File: config.mk
export PLATFORM = sky130hd
export DESIGN_NAME = rx_fifo
export DESIGN_NICKNAME = d
export VERILOG_FILES = /design/src/rtl/rx_fifo.sv
export SDC_FILE = /design/constraint.sdc
export NUM_CORES = 1
export LEC_CHECK = 0
export BUFFER_PORTS_ARGS = -buffer_cell sky130_fd_sc_hd__buf_2
export CORE_ASPECT_RATIO = 0.75
export CORE_MARGIN = 2
export CORE_UTILIZATION = 60
export CTS_BUF_LIST = sky130_fd_sc_hd__clkbuf_4
export CTS_CLUSTER_DIAMETER = 150
export DETAILED_ROUTE_END_ITERATION = 6
export HOLD_SLACK_MARGIN = 0.03
export PLACE_DENSITY = 0.85
export SLEW_MARGIN = 20
export SYNTH_ARGS = -nofsm -noshare
export SYNTH_HDL_FRONTEND = slang
export SYNTH_SLANG_ARGS = --single-unit
File: constraint.sdc
create_clock -name clk -period 3.6 [get_ports clk]
set_input_delay 0.72 -clock clk [delete_from_list [all_inputs] [get_ports clk]]
set_output_delay 0.72 -clock clk [all_outputs]
set_load 0.03 [all_outputs]
File: src/rtl/rx_fifo.sv
// rx_fifo: receive-side buffer behind the UART receiver.
//   A capture FSM watches the receiver's valid level. It pushes one
//   {paritye, framee, overrune, letter} entry per character and returns a
//   one-cycle readen acknowledge. Entries are held in a
//   first-word-fall-through FIFO that has a sticky overflow flag.
//
// Optional feature (macro RXF_FRAMEERR_PUSH_EN):
//   When the macro is defined, a rising edge of framee_in seen in IDLE while
//   valid_in=0 also pushes an entry, with its framee bit set and no readen.
//
// Ports:
//   clk, reset    : clock, synchronous active-high reset
//   valid_in      : receiver valid level, held until acknowledged
//   letter_in     : receiver data byte
//   paritye_in    : receiver parity-error flag
//   framee_in     : receiver framing-error flag
//   overrune_in   : receiver overrun flag
//   readen        : registered acknowledge pulse to the receiver
//   rd_en         : host pop request (ignored while empty)
//   dout          : head entry {paritye, framee, overrune, letter}; FWFT
//   empty, full   : FIFO status, derived from count
//   count         : number of stored entries, 0..DEPTH
//   ovf           : sticky flag, set when a character is dropped on full
//   clr_ovf       : clears ovf (a set in the same cycle wins)
module rx_fifo #(
  parameter int unsigned AW = 4,
  parameter int unsigned EW = 11
) (
  input  logic          clk,
  input  logic          reset,
  input  logic          valid_in,
  input  logic [7:0]    letter_in,
  input  logic          paritye_in,
  input  logic          framee_in,
  input  logic          overrune_in,
  output logic          readen,
  input  logic          rd_en,
  output logic [EW-1:0] dout,
  output logic          empty,
  output logic          full,
  output logic [AW:0]   count,
  output logic          ovf,
  input  logic          clr_ovf
);

  localparam int unsigned DEPTH    = 1 << AW;
  localparam logic [AW:0] FULL_CNT = (AW+1)'(DEPTH);

  typedef enum logic [1:0] {
    IDLE     = 2'd0,
    ACK      = 2'd1,
    WAIT_LOW = 2'd2
  } state_e;

  state_e        state_q, state_d;
  logic          readen_q, readen_d;
  logic [AW-1:0] wr_ptr_q, wr_ptr_d;
  logic [AW-1:0] rd_ptr_q, rd_ptr_d;
  logic [AW:0]   count_q, count_d;
  logic          ovf_q, ovf_d;

  logic          push_req_c;
  logic [EW-1:0] push_data_c;
  logic          empty_c, full_c, pop_c, push_ok_c, drop_c;

  logic [EW-1:0] mem_q [DEPTH];

`ifdef RXF_FRAMEERR_PUSH_EN
  // Previous framee_in value, used to detect its rising edge.
  logic framee_q;

  always_ff @(posedge clk) begin
    if (reset) framee_q <= 1'b0;
    else       framee_q <= framee_in;
  end
`endif

  // State and acknowledge registers.
  always_ff @(posedge clk) begin
    if (reset) begin
      state_q  <= IDLE;
      readen_q <= 1'b0;
    end else begin
      state_q  <= state_d;
      readen_q <= readen_d;
    end
  end

  // Capture FSM. WAIT_LOW holds until valid drops, so each character is
  // pushed once however long the receiver keeps valid high.
  always_comb begin
    state_d     = state_q;
    readen_d    = 1'b0;
    push_req_c  = 1'b0;
    push_data_c = EW'({paritye_in, framee_in, overrune_in, letter_in});
    unique case (state_q)
      IDLE: begin
        if (valid_in) begin
          push_req_c = 1'b1;
          readen_d   = 1'b1;
          state_d    = ACK;
        end
`ifdef RXF_FRAMEERR_PUSH_EN
        else if (framee_in && !framee_q) begin
          // The receiver holds no valid for this frame, so no readen is sent.
          push_req_c  = 1'b1;
          push_data_c = EW'({paritye_in, 1'b1, overrune_in, letter_in});
        end
`endif
      end
      ACK:      state_d = WAIT_LOW;
      WAIT_LOW: if (!valid_in) state_d = IDLE;
      default:  state_d = IDLE;
    endcase
  end

  // FIFO control. A pop in the same cycle frees the slot for a push on full.
  always_comb begin
    empty_c   = (count_q == '0);
    full_c    = (count_q == FULL_CNT);
    pop_c     = rd_en && !empty_c;
    push_ok_c = push_req_c && (!full_c || pop_c);
    drop_c    = push_req_c && full_c && !pop_c;

    wr_ptr_d  = push_ok_c ? wr_ptr_q + AW'(1) : wr_ptr_q;
    rd_ptr_d  = pop_c     ? rd_ptr_q + AW'(1) : rd_ptr_q;

    unique case ({push_ok_c, pop_c})
      2'b10:   count_d = count_q + (AW+1)'(1);
      2'b01:   count_d = count_q - (AW+1)'(1);
      default: count_d = count_q;
    endcase

    // A set has priority over clr_ovf.
    if (drop_c)       ovf_d = 1'b1;
    else if (clr_ovf) ovf_d = 1'b0;
    else              ovf_d = ovf_q;
  end

  // Pointer, count and flag registers.
  always_ff @(posedge clk) begin
    if (reset) begin
      wr_ptr_q <= '0;
      rd_ptr_q <= '0;
      count_q  <= '0;
      ovf_q    <= 1'b0;
    end else begin
      wr_ptr_q <= wr_ptr_d;
      rd_ptr_q <= rd_ptr_d;
      count_q  <= count_d;
      ovf_q    <= ovf_d;
    end
  end

  // Storage array. It has no reset; stale contents are unreachable once the
  // pointers are reset.
  always_ff @(posedge clk) begin
    if (push_ok_c) mem_q[wr_ptr_q] <= push_data_c;
  end

  assign readen = readen_q;
  assign dout   = mem_q[rd_ptr_q];
  assign empty  = empty_c;
  assign full   = full_c;
  assign count  = count_q;
  assign ovf    = ovf_q;

endmodule

==> flow_summary.json <==
{
  "first_pass_iters": 6,
  "final_layout_setup_total_negative_slack_ps": 0,
  "finish.net_count": 465,
  "total_grt_overflow": 0,
  "fill_cells": 820,
  "power.combinational.fraction_pct": 26.4,
  "yosys_warnings": 0,
  "yosys_most_used_dff": "sky130_fd_sc_hd__edfxtp_1",
  "ys_ff_latch": 197,
  "chipHeight_um": 103,
  "drt-total-wl_um": 15900,
  "yosysUniqueCellTypes": 43,
  "dpl_cell_area_um2": 8290,
  "cell_with_the_most_instances_on_the_worst_path": "sky130_fd_sc_hd__mux4_2",
  "ctsHtreeMaxLevel": 4,
  "row_count": 36,
  "clock-skew-final_ps": 18.5,
  "finish.utilization_pct": 66.5,
  "number_of_antenna_violations_at_the_first_check_in_global_routing": 1,
  "ys_top_cells_by_area": "sky130_fd_sc_hd__edfxtp_1 (68%), sky130_fd_sc_hd__mux4_2 (16%), sky130_fd_sc_hd__dfxtp_1 (5.4%), sky130_fd_sc_hd__nor2_1 (1.4%), sky130_fd_sc_hd__ha_1 (0.96%)",
  "synth_enable_flop_cells": 176,
  "cts_tree": "built",
  "synthMostInstantiatedCell": "sky130_fd_sc_hd__edfxtp_1",
  "postRouteAntennaNets": 0,
  "cap_viol_max_count": 0,
  "period_share_pct": 92.0,
  "finalHoldViolCount": 0,
  "peakVddDrop_mv": 0.240,
  "reported_net_switching_power_mw": 1.53,
  "power_density_nw_per_um2": 596,
  "postSynthNetCount": 408,
  "postSynthAreaPerCell_um2": 20.2,
  "total_power_mw": 5.09,
  "layout_min_cycle_time_ps": 3310,
  "synthDominantCellAreaShare_pct": 67.8,
  "synthDominantAreaCellType": "sky130_fd_sc_hd__edfxtp_1",
  "timing.max_slew.rel_slack_pct": 50.3,
  "port_buffers": 35,
  "global_route_wire_length_before_repair_um": 23700,
  "final_layout_size_suffix_gt1_share_pct": 34.6,
  "drt_iter0_drc": 444,
  "hold_path_class": "in -> reg",
  "switching_share_pct": 30.1,
  "status": "completed",
  "hold_buffers": 0,
  "synthesis.area_um2": 7790,
  "critical_path.cell_chain": "buf_4, mux4_2, mux4_2, buf_2",
  "final_area_um2": 8540,
  "seqPwrFrac_pct": 53.1,
  "vias_after_detailed_routing": 4009,
  "worst_ep_required_time_ps": 2880,
  "criticalPathCategory": "reg -> out",
  "clkLatencyLatePin_ps": 560,
  "setup.worst_path.end_class": "primary output",
  "top_post_synthesis_cells_by_count": "sky130_fd_sc_hd__edfxtp_1 (176), sky130_fd_sc_hd__mux4_2 (55), sky130_fd_sc_hd__nor2_1 (29)",
  "ys_async_sr_fraction_pct": 0,
  "dp_wirelength_um": 10000,
  "p_int_mw": 3.56,
  "synthToLayoutAreaGrowth_pct": 9.52,
  "count_of_endpoints_failing_setup_in_the_final_report": 0,
  "critical_path_peak_fanout": 12,
  "wire_per_inst_um": 25.3,
  "grt_start_max_net_pins": 20,
  "initial_core_util_pct": 60.7,
  "timing_max_transition_violations_final": 0,
  "drt_drc_violations_left": 0,
  "cts-buffers-inserted": 17,
  "rsz0062_at_grt": "no",
  "tightestPinTransition_ps": 745,
  "synth-seq-area-share_pct": 73.2,
  "coreArea_um2": 12800,
  "start_kind": "flip-flop",
  "vias_per_cell": 6.40,
  "clock_sink_count": 197,
  "clock_tree.buffer_depth": 2,
  "clock-root-buffer": "sky130_fd_sc_hd__clkbuf_4",
  "grt_overall_usage_pct": 24.4,
  "gp_routability_congestion": 0.805,
  "share_clk_of_total_power_pct": 20.4,
  "floorplan.die.width_um": 136,
  "post_synthesis_instance_total": 386,
  "clkTransAtPathRegs_ps": 150,
  "first_global_vias": 3940,
  "cp_slowest_cell": "sky130_fd_sc_hd__dfxtp_4",
  "p_leak_nw": 2.73,
  "max_stage_delay_ps": 530,
  "cp_data_arrival_time_ps": 2590,
  "die_area_um2": 13900,
  "maximum_clock_rate_ghz": 0.302,
  "number_of_ports_placed_on_the_die_boundary": 36
}
-- kinds of logic (layout without fill, tap and decap cells) --
| logic type | count (synthesis) | after routing | share of synthesized area [%] |
|---|---|---|---|
| flops | 197 | 197 | 73.2 |
| fa+ha+maj | 6 | 6 | 0.963 |
| simple gates | 65 | 65 | 4.24 |
| xor+xnor | 6 | 6 | 0.674 |
| other cells | 0 | 1 | 0 |
| compound gates | 24 | 24 | 2.50 |
| mux | 60 | 60 | 16.6 |
| buf+inv | 28 | 96 | 1.86 |
-- through the flow --
step	setup slack [ps]	cells	hold WS, ps
2_1_floorplan	742	386	490
3_3_place_gp	778	595	504
3_5_place_dp	723	595	529
4_1_cts	61.4	625	391
5_1_grt	119	625	383
6_report	286	626	432
-- layer usage --
metal,wire [um],vias up,global-route usage [%]
li1,-,1686,-
met1,6160,2070,34.4
met2,7770,224,37.7
met3,1620,29,7.18
met4,311,0,7.77
met5,0,-,0
-- state kept, by name (all words and copies together) (netlist names), named ones only --
signal    flops
wr_ptr_q      4
state_q       2
ovf           1
rd_ptr_q      4
count         5
mem_q       176
readen        1
-- final timing paths --
check	from	end	slack (ps)	cells after the start
setup / recovery	flip-flop	dout[0]	290	4
setup reg to reg	count[1]	count[4]	1170	8
hold / removal	valid_in	state_q[1]	430	3
hold reg to reg	state_q[0]	state_q[1]	540	2
-- worst max-delay path: cells and delay by family, from the launching register on --
family | cells | cell delay (ps)
buf+inv | 2 | 480
flops | 1 | 530
mux | 2 | 1030
-- power by group through the flow --
stage	combinational, mW	sequential [mW]	clock (mW)
after global routing	1.44	2.72	1.14
after detailed placement	1.35	2.76	0
after CTS	1.36	2.71	1.06
final	1.35	2.71	1.04
after global placement	1.30	2.75	0
after floorplan	1.09	2.69	0
-- area by class of cell --
class                      count  area [um^2]  share of cell area [%]
multi-input combinational    161         1960                    23.0
timing repair buffer          61          383                    4.48
clock inverter                12          109                    1.28
tap                          171          214                    2.51
sequential                   197         5710                    66.9
antenna                        1         2.50                  0.0293
inverter                       5         18.8                   0.220
clock buffer                  18          135                    1.58
-- timing repair --
item                                    4_1_cts  5_1_grt
resized for setup                             0        1
endpoints found under the setup margin        0        4
setup buffers                                 0        0
-- cell usage in the layout, fill, tap and decap left out, drive strengths merged, types with 6 or more instances in the layout --
cell type / count
dfxtp: 21
nand2: 8
mux4: 55
edfxtp: 176
nor2: 29
nor3: 8
ha: 6
clkbuf: 18
clkinv: 7
inv: 7
buf: 61
Power figures use the tool's default switching activity.
